--- config.mk ---
export PLATFORM = sky130hd
export DESIGN_NAME = alarm_trigger
export DESIGN_NICKNAME = d
export VERILOG_FILES = /design/src/rtl/alarm_pkg.sv /design/src/rtl/alarm_match.sv /design/src/rtl/alarm_trigger.sv
export SDC_FILE = /design/constraint.sdc
export NUM_CORES = 1
export LEC_CHECK = 0
export BUFFER_PORTS_ARGS = -buffer_cell sky130_fd_sc_hd__buf_2
export CAP_MARGIN = 20
export CORE_ASPECT_RATIO = 1.25
export CORE_MARGIN = 2
export CORE_UTILIZATION = 40
export CTS_CLUSTER_DIAMETER = 50
export DETAILED_ROUTE_END_ITERATION = 7
export MAX_ROUTING_LAYER = met4
export REMOVE_ABC_BUFFERS = 1
export SLEW_MARGIN = 20
export SYNTH_ARGS = -nofsm -noshare
export SYNTH_HDL_FRONTEND = slang
export SYNTH_SLANG_ARGS = --single-unit
--- constraint.sdc ---
create_clock -name clk -period 3.2 [get_ports clk]
set_input_delay 0.64 -clock clk [delete_from_list [all_inputs] [get_ports clk]]
set_output_delay 0.64 -clock clk [all_outputs]
set_load 0.005 [all_outputs]
--- src/rtl/alarm_pkg.sv ---
// -----------------------------------------------------------------------------
// alarm_pkg
// Shared types for the alarm trigger block.
//   bcd_t         : one 4-bit BCD digit
//   hhmm_t        : {hh_tens, hh_ones, mm_tens, mm_ones}, packed to 16 bits
//   alarm_state_t : trigger FSM states
//   timer_width() : register width for a counter, never below 1 bit
// -----------------------------------------------------------------------------
package alarm_pkg;

   typedef logic [3:0] bcd_t;

   typedef struct packed {
      bcd_t hh_tens;
      bcd_t hh_ones;
      bcd_t mm_tens;
      bcd_t mm_ones;
   } hhmm_t;

   typedef enum logic [1:0] {
      ST_IDLE    = 2'd0,
      ST_RINGING = 2'd1,
      ST_SNOOZE  = 2'd2
   } alarm_state_t;

   // $clog2 returns 0 for an argument of 1.
   // A zero-width vector is illegal, so clamp the result to at least 1 bit.
   function automatic int timer_width(input int max_val);
      return (max_val > 1) ? $clog2(max_val) : 1;
   endfunction

endpackage

--- src/rtl/alarm_match.sv ---
// -----------------------------------------------------------------------------
// alarm_match
// Compares the running HH:MM against the alarm setting.
// Emits a one-cycle trigger on the first cycle of a matching minute.
// Ports:
//   clk          in   system clock
//   reset        in   synchronous, active-high reset
//   time_digits  in   running time, hhmm_t
//   alarm_digits in   alarm setting, hhmm_t
//   alarm_en     in   alarm armed
//   trig         out  rising edge of the match, qualified by alarm_en
// -----------------------------------------------------------------------------
module alarm_match
   import alarm_pkg::*;
(
   input  logic  clk,
   input  logic  reset,
   input  hhmm_t time_digits,
   input  hhmm_t alarm_digits,
   input  logic  alarm_en,
   output logic  trig
);

   logic match;
   logic match_q;

   // Plain 16-bit equality; out-of-range BCD codes are compared as-is.
   assign match = (time_digits == alarm_digits);

   // match_q comes out of reset as 1.
   // This stops a time that already equals the alarm at reset release from
   // looking like a new match.
   // NOTE: state registers are written with <= so every flop samples the
   // pre-edge values; blocking assignments here would create order-dependent
   // simulation that no longer matches the synthesized hardware.
   always_ff @(posedge clk) begin
      if (reset) begin
         match_q <= 1'b1;
      end else begin
         match_q <= match;
      end
   end

   // Fires only on the first cycle of the matching minute.
   // Stopping the alarm inside that minute therefore does not re-arm it.
   assign trig = match & ~match_q & alarm_en;

endmodule

--- src/rtl/alarm_trigger.sv ---
// -----------------------------------------------------------------------------
// alarm_trigger
// Raises the ring output when the time reaches the alarm setting.
// It then handles snooze, stop and the unattended-ringing timeout.
// Timers advance on the 1 Hz sec_tick.
// Optional build macro ALARM_TRIG_BEEP_EN:
//   defined   : buzzer beeps 1 s on / 1 s off while ringing
//   undefined : buzzer follows ringing (continuous tone)
// Ports:
//   clk          in   system clock
//   reset        in   synchronous, active-high reset
//   sec_tick     in   one-cycle pulse per second
//   time_digits  in   {hh_tens, hh_ones, mm_tens, mm_ones} BCD
//   alarm_digits in   same packing, from the alarm setting registers
//   alarm_en     in   alarm armed (level)
//   snooze_btn   in   debounced snooze button level
//   stop_btn     in   debounced stop button level
//   ringing      out  high while ringing
//   snoozing     out  high while snoozing
//   buzzer       out  buzzer drive
//   snooze_count out  snoozes used in the current alarm event
// -----------------------------------------------------------------------------
module alarm_trigger
   import alarm_pkg::*;
#(
   parameter int SNOOZE_SEC       = 300,
   parameter int RING_TIMEOUT_SEC = 120,
   parameter int MAX_SNOOZES      = 3
)
(
   input  logic        clk,
   input  logic        reset,
   input  logic        sec_tick,
   input  logic [15:0] time_digits,
   input  logic [15:0] alarm_digits,
   input  logic        alarm_en,
   input  logic        snooze_btn,
   input  logic        stop_btn,
   output logic        ringing,
   output logic        snoozing,
   output logic        buzzer,
   output logic [3:0]  snooze_count
);

   localparam int SNZ_W  = timer_width(SNOOZE_SEC + 1);
   localparam int RING_W = timer_width(RING_TIMEOUT_SEC);

   localparam logic [SNZ_W-1:0]  SNZ_LOAD  = SNZ_W'(SNOOZE_SEC);
   localparam logic [SNZ_W-1:0]  SNZ_ONE   = SNZ_W'(1);
   localparam logic [RING_W-1:0] RING_LAST = RING_W'(RING_TIMEOUT_SEC - 1);
   localparam logic [3:0]        SNZ_MAX   = 4'(MAX_SNOOZES);

   alarm_state_t      state;
   logic [SNZ_W-1:0]  snz_timer;
   logic [RING_W-1:0] ring_sec;
   logic              snooze_btn_q;
   logic              stop_btn_q;
   logic              trig;
   logic              snz_p;
   logic              stp_p;

   alarm_match u_match (
      .clk          (clk),
      .reset        (reset),
      .time_digits  (time_digits),
      .alarm_digits (alarm_digits),
      .alarm_en     (alarm_en),
      .trig         (trig)
   );

   // The edge registers reset to 1.
   // A button already held at reset release therefore does not count as a press.
   assign snz_p = snooze_btn & ~snooze_btn_q;
   assign stp_p = stop_btn & ~stop_btn_q;

   // Outputs are updated together with state on every transition.
   // They are therefore registered decodes of the state just entered.
   always_ff @(posedge clk) begin
      if (reset) begin
         state        <= ST_IDLE;
         ringing      <= 1'b0;
         snoozing     <= 1'b0;
         buzzer       <= 1'b0;
         snooze_count <= '0;
         ring_sec     <= '0;
         snz_timer    <= '0;
         snooze_btn_q <= 1'b1;
         stop_btn_q   <= 1'b1;
      end else begin
         snooze_btn_q <= snooze_btn;
         stop_btn_q   <= stop_btn;

         case (state)
            ST_IDLE: begin
               if (trig) begin
                  state        <= ST_RINGING;
                  ring_sec     <= '0;
                  snooze_count <= '0;
                  ringing      <= 1'b1;
                  buzzer       <= 1'b1;
               end
            end

            ST_RINGING: begin
               if (!alarm_en || stp_p) begin
                  state   <= ST_IDLE;
                  ringing <= 1'b0;
                  buzzer  <= 1'b0;
               end else if (snz_p && (snooze_count < SNZ_MAX)) begin
                  state        <= ST_SNOOZE;
                  snz_timer    <= SNZ_LOAD;
                  snooze_count <= snooze_count + 4'd1;
                  ringing      <= 1'b0;
                  snoozing     <= 1'b1;
                  buzzer       <= 1'b0;
               end else if (sec_tick) begin
                  // A snooze press with no snoozes left falls through to here.
                  if (ring_sec == RING_LAST) begin
                     state   <= ST_IDLE;
                     ringing <= 1'b0;
                     buzzer  <= 1'b0;
                  end else begin
                     ring_sec <= ring_sec + 1'b1;
`ifdef ALARM_TRIG_BEEP_EN
                     buzzer   <= ~buzzer;
`endif
                  end
               end
            end

            ST_SNOOZE: begin
               if (!alarm_en || stp_p) begin
                  state    <= ST_IDLE;
                  snoozing <= 1'b0;
               end else if (sec_tick) begin
                  if (snz_timer == SNZ_ONE) begin
                     state    <= ST_RINGING;
                     ring_sec <= '0;
                     ringing  <= 1'b1;
                     snoozing <= 1'b0;
                     buzzer   <= 1'b1;
                  end else begin
                     snz_timer <= snz_timer - 1'b1;
                  end
               end
            end

            default: begin
               state    <= ST_IDLE;
               ringing  <= 1'b0;
               snoozing <= 1'b0;
               buzzer   <= 1'b0;
            end
         endcase
      end
   end

endmodule

-- After elaboration in Yosys (flattened, before gate mapping)
Cells that the tools add are included.
- equal/unequal tests: 19
- bitwise gates (word level): 8
- muxes and demuxes: 43
- reductions and logical operators: 13
- add/sub/neg operators: 3
- order comparisons: 1
- operators by type and width (cell ; number):
    2-to-1 mux 7 bit ; 8
    2-to-1 mux 9 bit ; 5
    one-hot mux 7 bit (3 select lines) ; 1
    != test 2 bit, second input constant ; 10
    one-hot mux 9 bit (2 select lines) ; 1
    equality test 16 bit ; 1
    2-to-1 mux 2 bit ; 8
    2-to-1 mux 1 bit ; 13
    2-to-1 mux 4 bit ; 3
    AND reduction 6 bit ; 2
    AND reduction 5 bit ; 2
    equality test 9 x 1 -> 1 bit, second input constant ; 1
    AND reduction 9 bit ; 1
    subtractor 9 x 1 -> 9 bit, second input constant ; 1
    != test 4 bit, second input constant ; 2
    one-hot mux 4 bit (2 select lines) ; 1
    adder 7 x 1 -> 7 bit, second input constant ; 1
    equality test 7 bit, second input constant ; 1
    != test 3 bit, second input constant ; 2
    one-hot mux 1 bit (3 select lines) ; 2
    one-hot mux 2 bit (3 select lines) ; 1
    adder 4 x 1 -> 4 bit, second input constant ; 1
    bitwise AND 1 bit ; 4
    < comparator 4 x 2 -> 1 bit, second input constant ; 1
    10 further kinds ; 14
- output and inout bits: 7
- bits in registers: 27
- input bits: 38
- logic and storage cells: 96

-- Logic depth before layout (Yosys ltp)
Gate-level depths: netlist of the first run.
- depth after elaboration: 6
- mapped depth: 7
- depth with buffers taken out: 7

-- Hierarchy
From an unflattened synthesis of the first run, not the netlist that was laid out.
- cell total of the unflattened synthesis: 198
- area total of the unflattened synthesis: 1616.6 um^2
- modules (own cells, without submodules) (module ; times used ; sequential area each (um^2) ; cells each ; area an instance (um^2)):
    alarm_trigger ; 1 ; 520.5 ; 174 ; 1405.1
    alarm_match ; 1 ; 20.0 ; 24 ; 211.5

-- Worst setup path before layout of the first run
Ideal clock, no wire load.
- kind: in2reg
- from: input alarm_digits[9]
- to: register ring_sec[4]
- path slack: 1.277 ns
- data arrival time: 1.801 ns
- path buffers: 1
- stages: 6
- path through: xor2_1 nor4_1 nand4_1 nor4_1 buf_4 o21ai_0
- word-level cells in the longest chain between the ends: 5
- RTL lines (element ; RTL line ; RTL):
    start: declaration ; alarm_trigger.sv:35 ; input logic [15:0] alarm_digits,
    equality test 16 bit ; alarm_match.sv:28 ; assign match = (time_digits == alarm_digits);
    bitwise AND 1 bit (2 in a row) ; alarm_match.sv:46 ; assign trig = match & ~match_q & alarm_en;
    != test 2 bit (no source line) ; n/a ;
    AND reduction 9 bit (no source line) ; n/a ;
    end signal: assignment ; alarm_trigger.sv:123 ; ring_sec <= ring_sec + 1'b1;
    end: declaration ; alarm_trigger.sv:55 ; logic [RING_W-1:0] ring_sec;
No other way between the ends.
A chain may end at the register's enable or synchronous reset.

-- Final worst setup path of the first run
- from: input alarm_digits[11]
- to: register ring_sec[6]
The elaborated chain is that of the path after synthesis.

==> impl_metrics.ini, run 1 <==
[outcome]
status = finished, final reports clean

[drt]
route.detailed.drc = 0
routedWlPerCell_um = 12.4
vias = 1512
first_iter_violations = 30
first_pass_iters = 4
via_per_inst = 5.34
wl_um = 3520
drtAntennaViolNets = 0

[layout]
final_cell_area_um2 = 1930
fillers = 399
stdcell_count = 283
final_common_cell = buf_2
diodes = 0
postLayoutCoreUtil_pct = 50.1
drive_above_1_share_pct = 27.1
area_growth_syn_to_layout_pct = 18.4
fin_nets = 272
layout_common_cells = buf_2, dfxtp_1, xor2_1, a21oi_1, nor2_1

[placement]
dpl_cell_area_um2 = 1880
placed_cells = 279
port_buffers = 44
dp_hpwl_um = 2790
gp_congestion = 0.757

[clock_network]
cts-buffers-inserted = 3
cts_resized = 0
cts_sinks = 27
cts_hold_buffers = 0
cts.path.max_buffers = 2
postCtsSetupRepairBufs = 0
clk_latency_ps = 270
clkTransAtPathRegs_ps = 90
cts-root-buf = clkbuf_8
htreeDepth = 1
cts_tree = done

[setup_path]
arrival_ps = 2050
crit_fanout = 11
endpoint_kind = register
cp_data_required_time_ps = 3350
reg2reg_depth = 5
criticalPathCategory = in2reg
cp-start-kind = input port

[yosys]
synth-seq-cells = 27
netlist_area_um2 = 1630
synth_edf_count = 0
seq_area_frac_synth_pct = 33.2
async_flop_share_pct = 0
synth.avg_cell_area_um2 = 8.66
yosys_warnings = 0
synth_cell_types = 41
netlist_instances = 188
synthFlopType = dfxtp_1

[hold_path]
hp-class = reg2reg
hold_path_depth = 2

[pwr]
p_total_uw = 580
swShare_pct = 21.7
p_clk_share_pct = 32.2
p_per_area_nw_per_um2 = 301
leakage_uw = 0.000786
p_comb_share_pct = 9.6
power_frac_seq_pct = 58.3
irDropWorstVdd_uv = 184
p_switching_uw = 126
p_int_uw = 454

[sta]
fin_tns_setup_ps = 0
rsz0062_at_grt = no
relSlewSlack_pct = 68.4
min_period_over_period_pct = 59.5
finalCriticalPeriod_ps = 1900
timing.final.max_slew_violations = 0
finClkSkew_ps = 7.27
finalHoldViolCount = 0
setup_viol = 0
tightest_slew_ps = 473
fmax_mhz = 525

[global_routing]
overflow = 0
grt_first_pass_wirelength_um = 5790
antenna_found_initial = 0
grt_max_degree = 29
grtUsageTotal_pct = 16.8
grt_pass1_vias = 1387

[floorplan]
die_area_um2 = 4600
fp-row-count = 25
die_h_um = 75.3
io_pins = 45
die_w_um = 61.1
core_um2 = 3850
start_util_pct = 42.3

[job]
drv_cap = 0
[through the flow]
stage               worst slack, ps  hold slack (ps)
CTS                            1280              492
floorplan                       657              455
detailed placement              973              479
global placement                980              474
global route                   1190              511
finish                         1300              488
[worst paths after layout]
check | start | end | slack, ps
min | snz_timer[1] | snz_timer[1] | 490
max | alarm_digits[11] | ring_sec[6] | 1300
max reg2reg | state[1] | snz_timer[4] | 1340
min reg2reg | snz_timer[1] | snz_timer[1] | 490
[per-layer routing]
metal	up-vias	share of wire [%]	track usage (%)
li1	771	-	-
met1	694	45	20.6
met2	43	50	28.8
met3	4	4.9	2.72
met4	0	0.51	3.14
met5	-	0	-
[flip-flops by register name (all words and copies together) (netlist names)]
name             cells
snooze_count         4
stop_btn_q           1
snz_timer            9
snoozing             1
u_match.match_q      1
ring_sec             7
buzzer               1
state                2
snooze_btn_q         1
[cell families after synthesis]
family	Yosys count	share of synthesized area (%)
mux	2	1.31
flops	27	33.2
xor+xnor	22	11.8
fa+ha+maj	4	3.07
simple gates	83	32.2
buf+inv	17	4.92
compound gates	33	13.5
[area by class of cell]
cell class | instances | area [um^2] | area share, %
Clock buffer | 3 | 41.3 | 2.14
Multi-Input combinational cell | 144 | 1010 | 52.3
Sequential cell | 27 | 541 | 28.1
Clock inverter | 1 | 5.00 | 0.260
Tap cell | 54 | 67.6 | 3.51
Inverter | 8 | 30.0 | 1.56
Timing Repair Buffer | 46 | 235 | 12.2
[critical path, stage by stage]
cell	delay, ps
buf_2	100
xor2_1	150
nor4_1	330
nand4_1	220
nor4_1	280
buf_4	240
o41ai_1	90
[synthesized netlist by cell type (2+ instances only)]
cell      number  area share (%)
ha_1           4             3.1
or2_2          4             1.5
dfxtp_1       27              33
inv_1          8             1.8
nand2_1        9             2.1
nor4_1         6             2.3
or3_1          3             1.2
xor2_1        22              12
nor2_1        10             2.3
nand4_1        7             2.7
nor2b_1        2            0.77
nand2b_1       8             3.1
and3_1         3             1.2
nor3b_1        2            0.92
nand4b_1       5             2.7
o21ai_0        6             1.8
nor3_1         8             2.5
a31oi_1        4             1.5
a21oi_1       11             3.4
clkbuf_1       4            0.92
nand3_1        6             1.8
o41ai_1        6             3.2
or4_1          2            0.92
buf_4          4             1.8
[power by group through the flow]
stage	Clock [uW]	Sequential [uW]	Combinational, uW
6_report	186	338	55.4
3_5_place_dp	0	346	56.0
2_1_floorplan	0	346	21.4
3_3_place_gp	0	346	56.0
4_1_cts	198	338	56.2
5_1_grt	209	338	62.3
Note: power is estimated with default switching activity, not from simulation.
==> run 2, diff against run 1 <==
- PLACE_DENSITY: unset -> 0.66
- clock period: 3.2 -> 1.6 ns (I/O delays scaled with it)
==> run 2 against run 1 <==
Compared with the run above: the flow now finishes with violations (setup timing); sequential power grew 100%; final cell count grew 13%; register-to-register slack lost 1500 ps; first-iteration DRC count grew 97%; sequential share of layout area shrank 4.8 points; core utilization grew 11 points; clock skew shrank 2.9 ps; total power grew 110%; critical path type is now reg2reg; critical endpoint is now ring_sec[1]; die area is the same; clock-buffer cell count grew 1; setup slack lost 1400 ps.
==> impl_metrics.ini, run 2 (same netlist as run 1, synthesis figures left out) <==
[sta]
tightest_slew_ps = 580
fin_tns_setup_ps = -962
fmax_mhz = 579
rsz0062_at_grt = yes
finalHoldViolCount = 0
timing.final.max_slew_violations = 0
fin_ws_ps = -128
setup_viol = 11
finClkSkew_ps = 4.38
finalCriticalPeriod_ps = 1730
holdWs_ps = 250
relSlewSlack_pct = 61.0
min_period_over_period_pct = 108

[placement]
dpl_cell_area_um2 = 2140
gp_congestion = 0.813
dp_hpwl_um = 3090
port_buffers = 44
place_ws_ps = -335

[drt]
via_per_inst = 5.18
first_pass_iters = 4
vias = 1659
route.detailed.drc = 0
first_iter_violations = 59
drtAntennaViolNets = 0
routedWlPerCell_um = 12.5
wl_um = 3990

[layout]
diodes = 0
final_cell_area_um2 = 2350
multiInputGateArea_um2 = 1140
postLayoutCoreUtil_pct = 61.1
final_common_cell = buf_2
fin_nets = 309
largest_registers = snz_timer: 9 flops, ring_sec: 7 flops, snooze_count: 4 flops
fillers = 349
drive_above_1_share_pct = 45.9
area_growth_syn_to_layout_pct = 44.5
layout_common_cells = buf_2, buf_4, xor2_1, dfxtp_1
top_register = snz_timer
largest_reg_flops = 9
ff_latch_area_um2 = 548

[setup_path]
reg2reg_depth = 7
cp_cell_sequence = inv_2, ha_4, nor4b_4, nand3_1, or4b_4, nand4b_1, o2bb2ai_2
max_stage_delay_ps = 570
rr_startpoint = snz_timer[1]
worst_r2r_endpoint = ring_sec[1]
r2r_slack_ps = -130
arrival_ps = 1900
criticalPathCategory = reg2reg
cp-start-kind = register
endpoint_kind = register
slowest_stage = or4b_4
crit_fanout = 4
cp_data_required_time_ps = 1770

[pwr]
irDropWorstVdd_uv = 348
leakage_uw = 0.00101
p_per_area_nw_per_um2 = 510

[clock_network]
cts_tree = done
cts-root-buf = clkbuf_8
cts_hold_buffers = 0
cts.path.max_buffers = 2
cts_sinks = 27
htreeDepth = 1
clk_latency_ps = 270
clkTransAtPathRegs_ps = 100
cts-buffers-inserted = 3

[floorplan]
start_util_pct = 42.3
fp-row-count = 25
die_h_um = 75.3
die_w_um = 61.1
io_pins = 45
die_area_um2 = 4600
core_um2 = 3850

[outcome]
violations = setup timing
status = finished with violations

[hold_path]
hold_path_depth = 2
hp-class = in2reg
holdCritStartpoint = stop_btn
min_to = stop_btn_q

[global_routing]
grt_max_degree = 18
grt_pass1_vias = 1569
grt_first_pass_wirelength_um = 6440
antenna_found_initial = 0
overflow = 0
grtUsageTotal_pct = 18.3

[job]
drv_cap = 0
-- run 2: changes by cell type in the layout (fill, tap and decap cells not counted), moves of 3 or more --
cell / delta
nor4_1: -3
dfxtp_1: -6
or3_4: +3
o41ai_2: +3
buf_4: +34
or3_1: -3
nor4_2: +3
o41ai_1: -3
buf_6: +3
dfxtp_2: +6
-- run 2: stage by stage --
stage,cells,total power [uW]
after floorplan,179,734
after detailed placement,313,815
final,320,1200
after global routing,320,1240
after CTS,318,1200
after global placement,313,812
-- run 2: how the worst max path moves through the flow --
stage,startpoint,to,slack [ps],depth (start not counted)
global placement,stop_btn,ring_sec[2],-260,6
floorplan,alarm_digits[9],ring_sec[4],-620,5
detailed placement,stop_btn,ring_sec[5],-340,6
CTS,snz_timer[1],ring_sec[5],-160,7
finish,snz_timer[1],ring_sec[1],-130,7
global route,snz_timer[1],ring_sec[1],-200,7
-- run 2: power by group --
part | leakage [uW] | internal [uW] | switching [uW]
clock | 0.0000228 | 178 | 214
sequential | 0.000221 | 675 | 0.712
combinational | 0.000761 | 68.9 | 62.6
total | 0.00101 | 922 | 278
-- run 2: worst max-delay path, delay by kind of cell (launching register included) --
family          cells  cell delay [ps]
flops               1              330
fa+ha+maj           1              110
buf+inv             1               60
compound gates      1               60
simple gates        4             1060
-- run 2: layer usage --
metal / GRT usage [%] / wire length [um] / vias up
li1: - / - / 838
met1: 21.9 / 1780 / 768
met2: 31.4 / 1990 / 49
met3: 2.21 / 170 / 4
met4: 6.28 / 51 / 0
met5: - / 0 / -
-- run 2: what timing repair did --
| action | in CTS | in global routing |
|---|---|---|
| setup buffers | 1 | 2 |
| setup endpoints to repair | 16 | 22 |
| gates resized for setup | 18 | 15 |
| endpoints found under the hold margin | 0 | 0 |
| pin swaps | 4 | 7 |
-- run 2: final cells by class --
class                      instances  area share, %
tap                               54           2.87
sequential                        27           23.3
clock buffer                       4           1.91
multi-input combinational        144           48.4
timing repair buffer              83           22.3
inverter                           8           1.28
==> run 3, diff against run 2 <==
- CTS_BUF_LIST: unset -> sky130_fd_sc_hd__clkbuf_4 sky130_fd_sc_hd__clkbuf_8
==> run 3 against run 2 <==
Compared with the run above: critical path type unchanged; sequential share of layout area is essentially flat; register-to-register slack about the same; die area unchanged; the run still ends with setup timing left; first-iteration DRC count up 8.5%; non-clock buffer count unchanged; global-route usage did not move; core utilization up 0.098 points; hold slack about the same; combinational power about the same; routed wire length decreased by 0.40%; largest cell class unchanged; flip-flop and latch count unchanged.
==> impl_metrics.ini, run 3 (same netlist as run 1, synthesis figures left out) <==
[setup_path]
arrival_ps = 1900
endpoint_kind = register
r2r_slack_ps = -130
criticalPathCategory = reg2reg
startpoint = snz_timer[1]
cp_data_required_time_ps = 1770
cp_cell_sequence = inv_2, ha_4, nor4b_4, nand3_1, or4b_4, nand4b_1, o2bb2ai_2
endpoint = ring_sec[1]
slowest_stage = or4b_4
worst_r2r_endpoint = ring_sec[1]
crit_fanout = 4
cp-start-kind = register
max_stage_delay_ps = 570
cp.depth = 7
crit_family = simple AND/OR/NAND/NOR gates
rr_startpoint = snz_timer[1]
reg2reg_depth = 7
crit_buf_inv = 1

[placement]
dp_hpwl_um = 3090
gp_congestion = 0.813
port_buffers = 44
dpl_cell_area_um2 = 2140
placed_cells = 313

[clock_network]
clkTransAtPathRegs_ps = 100
cts-buffers-inserted = 3
cts.path.max_buffers = 2
cts_tree = done
cts-root-buf = clkbuf_8
clk_latency_ps = 270
cts_sinks = 27
htreeDepth = 1

[floorplan]
io_pins = 45
die_area_um2 = 4600
fp-row-count = 25
die_h_um = 75.3
core_um2 = 3850
die_w_um = 61.1
start_util_pct = 42.3

[drt]
via_per_inst = 5.20
route.detailed.drc = 0
first_iter_violations = 64
first_pass_iters = 4
vias = 1663
routedWlPerCell_um = 12.4
drtAntennaViolNets = 0
wl_um = 3970

[pwr]
irDropWorstVdd_uv = 348
swShare_pct = 22.8
p_comb_share_pct = 10.8
p_switching_uw = 277
p_int_uw = 939
p_clk_share_pct = 33.7
power_frac_seq_pct = 55.6
p_per_area_nw_per_um2 = 516
leakage_uw = 0.00101
p_total_uw = 1220

[sta]
rsz0062_at_grt = yes
fmax_mhz = 577
setup_viol = 10
min_period_over_period_pct = 108
finalCriticalPeriod_ps = 1730
timing.final.max_slew_violations = 0
finalHoldViolCount = 0
relSlewSlack_pct = 60.7
fin_ws_ps = -132
tightest_slew_ps = 585
finClkSkew_ps = 4.50

[layout]
final_common_cell = buf_2
largest_reg_flops = 9
drive_above_1_share_pct = 46.2
top_register = snz_timer
stdcell_count = 320
largest_registers = snz_timer: 9 flops, ring_sec: 7 flops, snooze_count: 4 flops
fin_nets = 309
final_cell_area_um2 = 2360
layout_common_cells = buf_2, buf_4, xor2_1, dfxtp_1
diodes = 0
area_growth_syn_to_layout_pct = 44.7

[outcome]
status = finished with violations
violations = setup timing

[global_routing]
busiest_layer = met2
grt_first_pass_wirelength_um = 6440
grt_max_degree = 18
met3_usage_pct = 2.21
antenna_found_initial = 0
grtUsageMet2_pct = 31.4
grtUsageTotal_pct = 18.3
use_met1_pct = 21.9
overflow = 0
grt_pass1_vias = 1569

[hold_path]
hp-class = in2reg

[job]
drv_cap = 0
[run 3: timing repair]
action	CTS	global route
pin swaps	4	7
setup buffers	1	2
resized for setup	18	15
endpoints found under the setup margin	16	22
hold buffers	0	0
hold endpoints to repair	0	0
[run 3: layer usage]
| metal | up-vias | share of wire, % |
|---|---|---|
| met3 | 4 | 4.0 |
| met4 | 0 | 1.3 |
| met1 | 773 | 44 |
| met2 | 47 | 50 |
| met5 | - | 0 |
| li1 | 839 | - |
[run 3: metrics by stage]
step | setup WS, ps | hold WS (ps) | TNS, ps | util [%]
global placement | -260 | 488 | -2640 | 55.5
global route | -204 | 267 | -2380 | 61.2
floorplan | -623 | 389 | -6020 | -
detailed placement | -335 | 501 | -3140 | 55.5
CTS | -161 | 250 | -1180 | 59.0
finish | -132 | 250 | -984 | 61.2
[run 3: worst min-delay path by stage]
stage	startpoint	endpoint	slack, ps	cells after the start
after floorplan	reset	snz_timer[0]	390	1
after global placement	ring_sec[0]	ring_sec[0]	490	2
after detailed placement	ring_sec[0]	ring_sec[0]	500	2
after CTS	stop_btn	stop_btn_q	250	2
after global routing	stop_btn	stop_btn_q	270	2
final	stop_btn	stop_btn_q	250	2
[run 3: power groups by stage]
| stage | registers [uW] | logic [uW] | clock network [uW] |
|---|---|---|---|
| detailed placement | 692 | 123 | 0 |
| global route | 676 | 144 | 434 |
| floorplan | 691 | 42.7 | 0 |
| finish | 676 | 131 | 410 |
| global placement | 692 | 120 | 0 |
| CTS | 676 | 126 | 416 |
[run 3: area by class of cell]
cell class / count / area [um^2]
well taps: 54 / 67.6
flip-flops and latches: 27 / 548
fillers: 347 / 1490
inverters: 8 / 30.0
clock buffers: 4 / 48.8
multi-input cells: 144 / 1140
repair buffers: 83 / 524
[run 3: worst register-to-register path: stages (launching register included)]
cell,delay [ps]
dfxtp_2,330
inv_2,70
ha_4,110
nor4b_4,210
nand3_1,150
or4b_4,570
nand4b_1,140
o2bb2ai_2,60
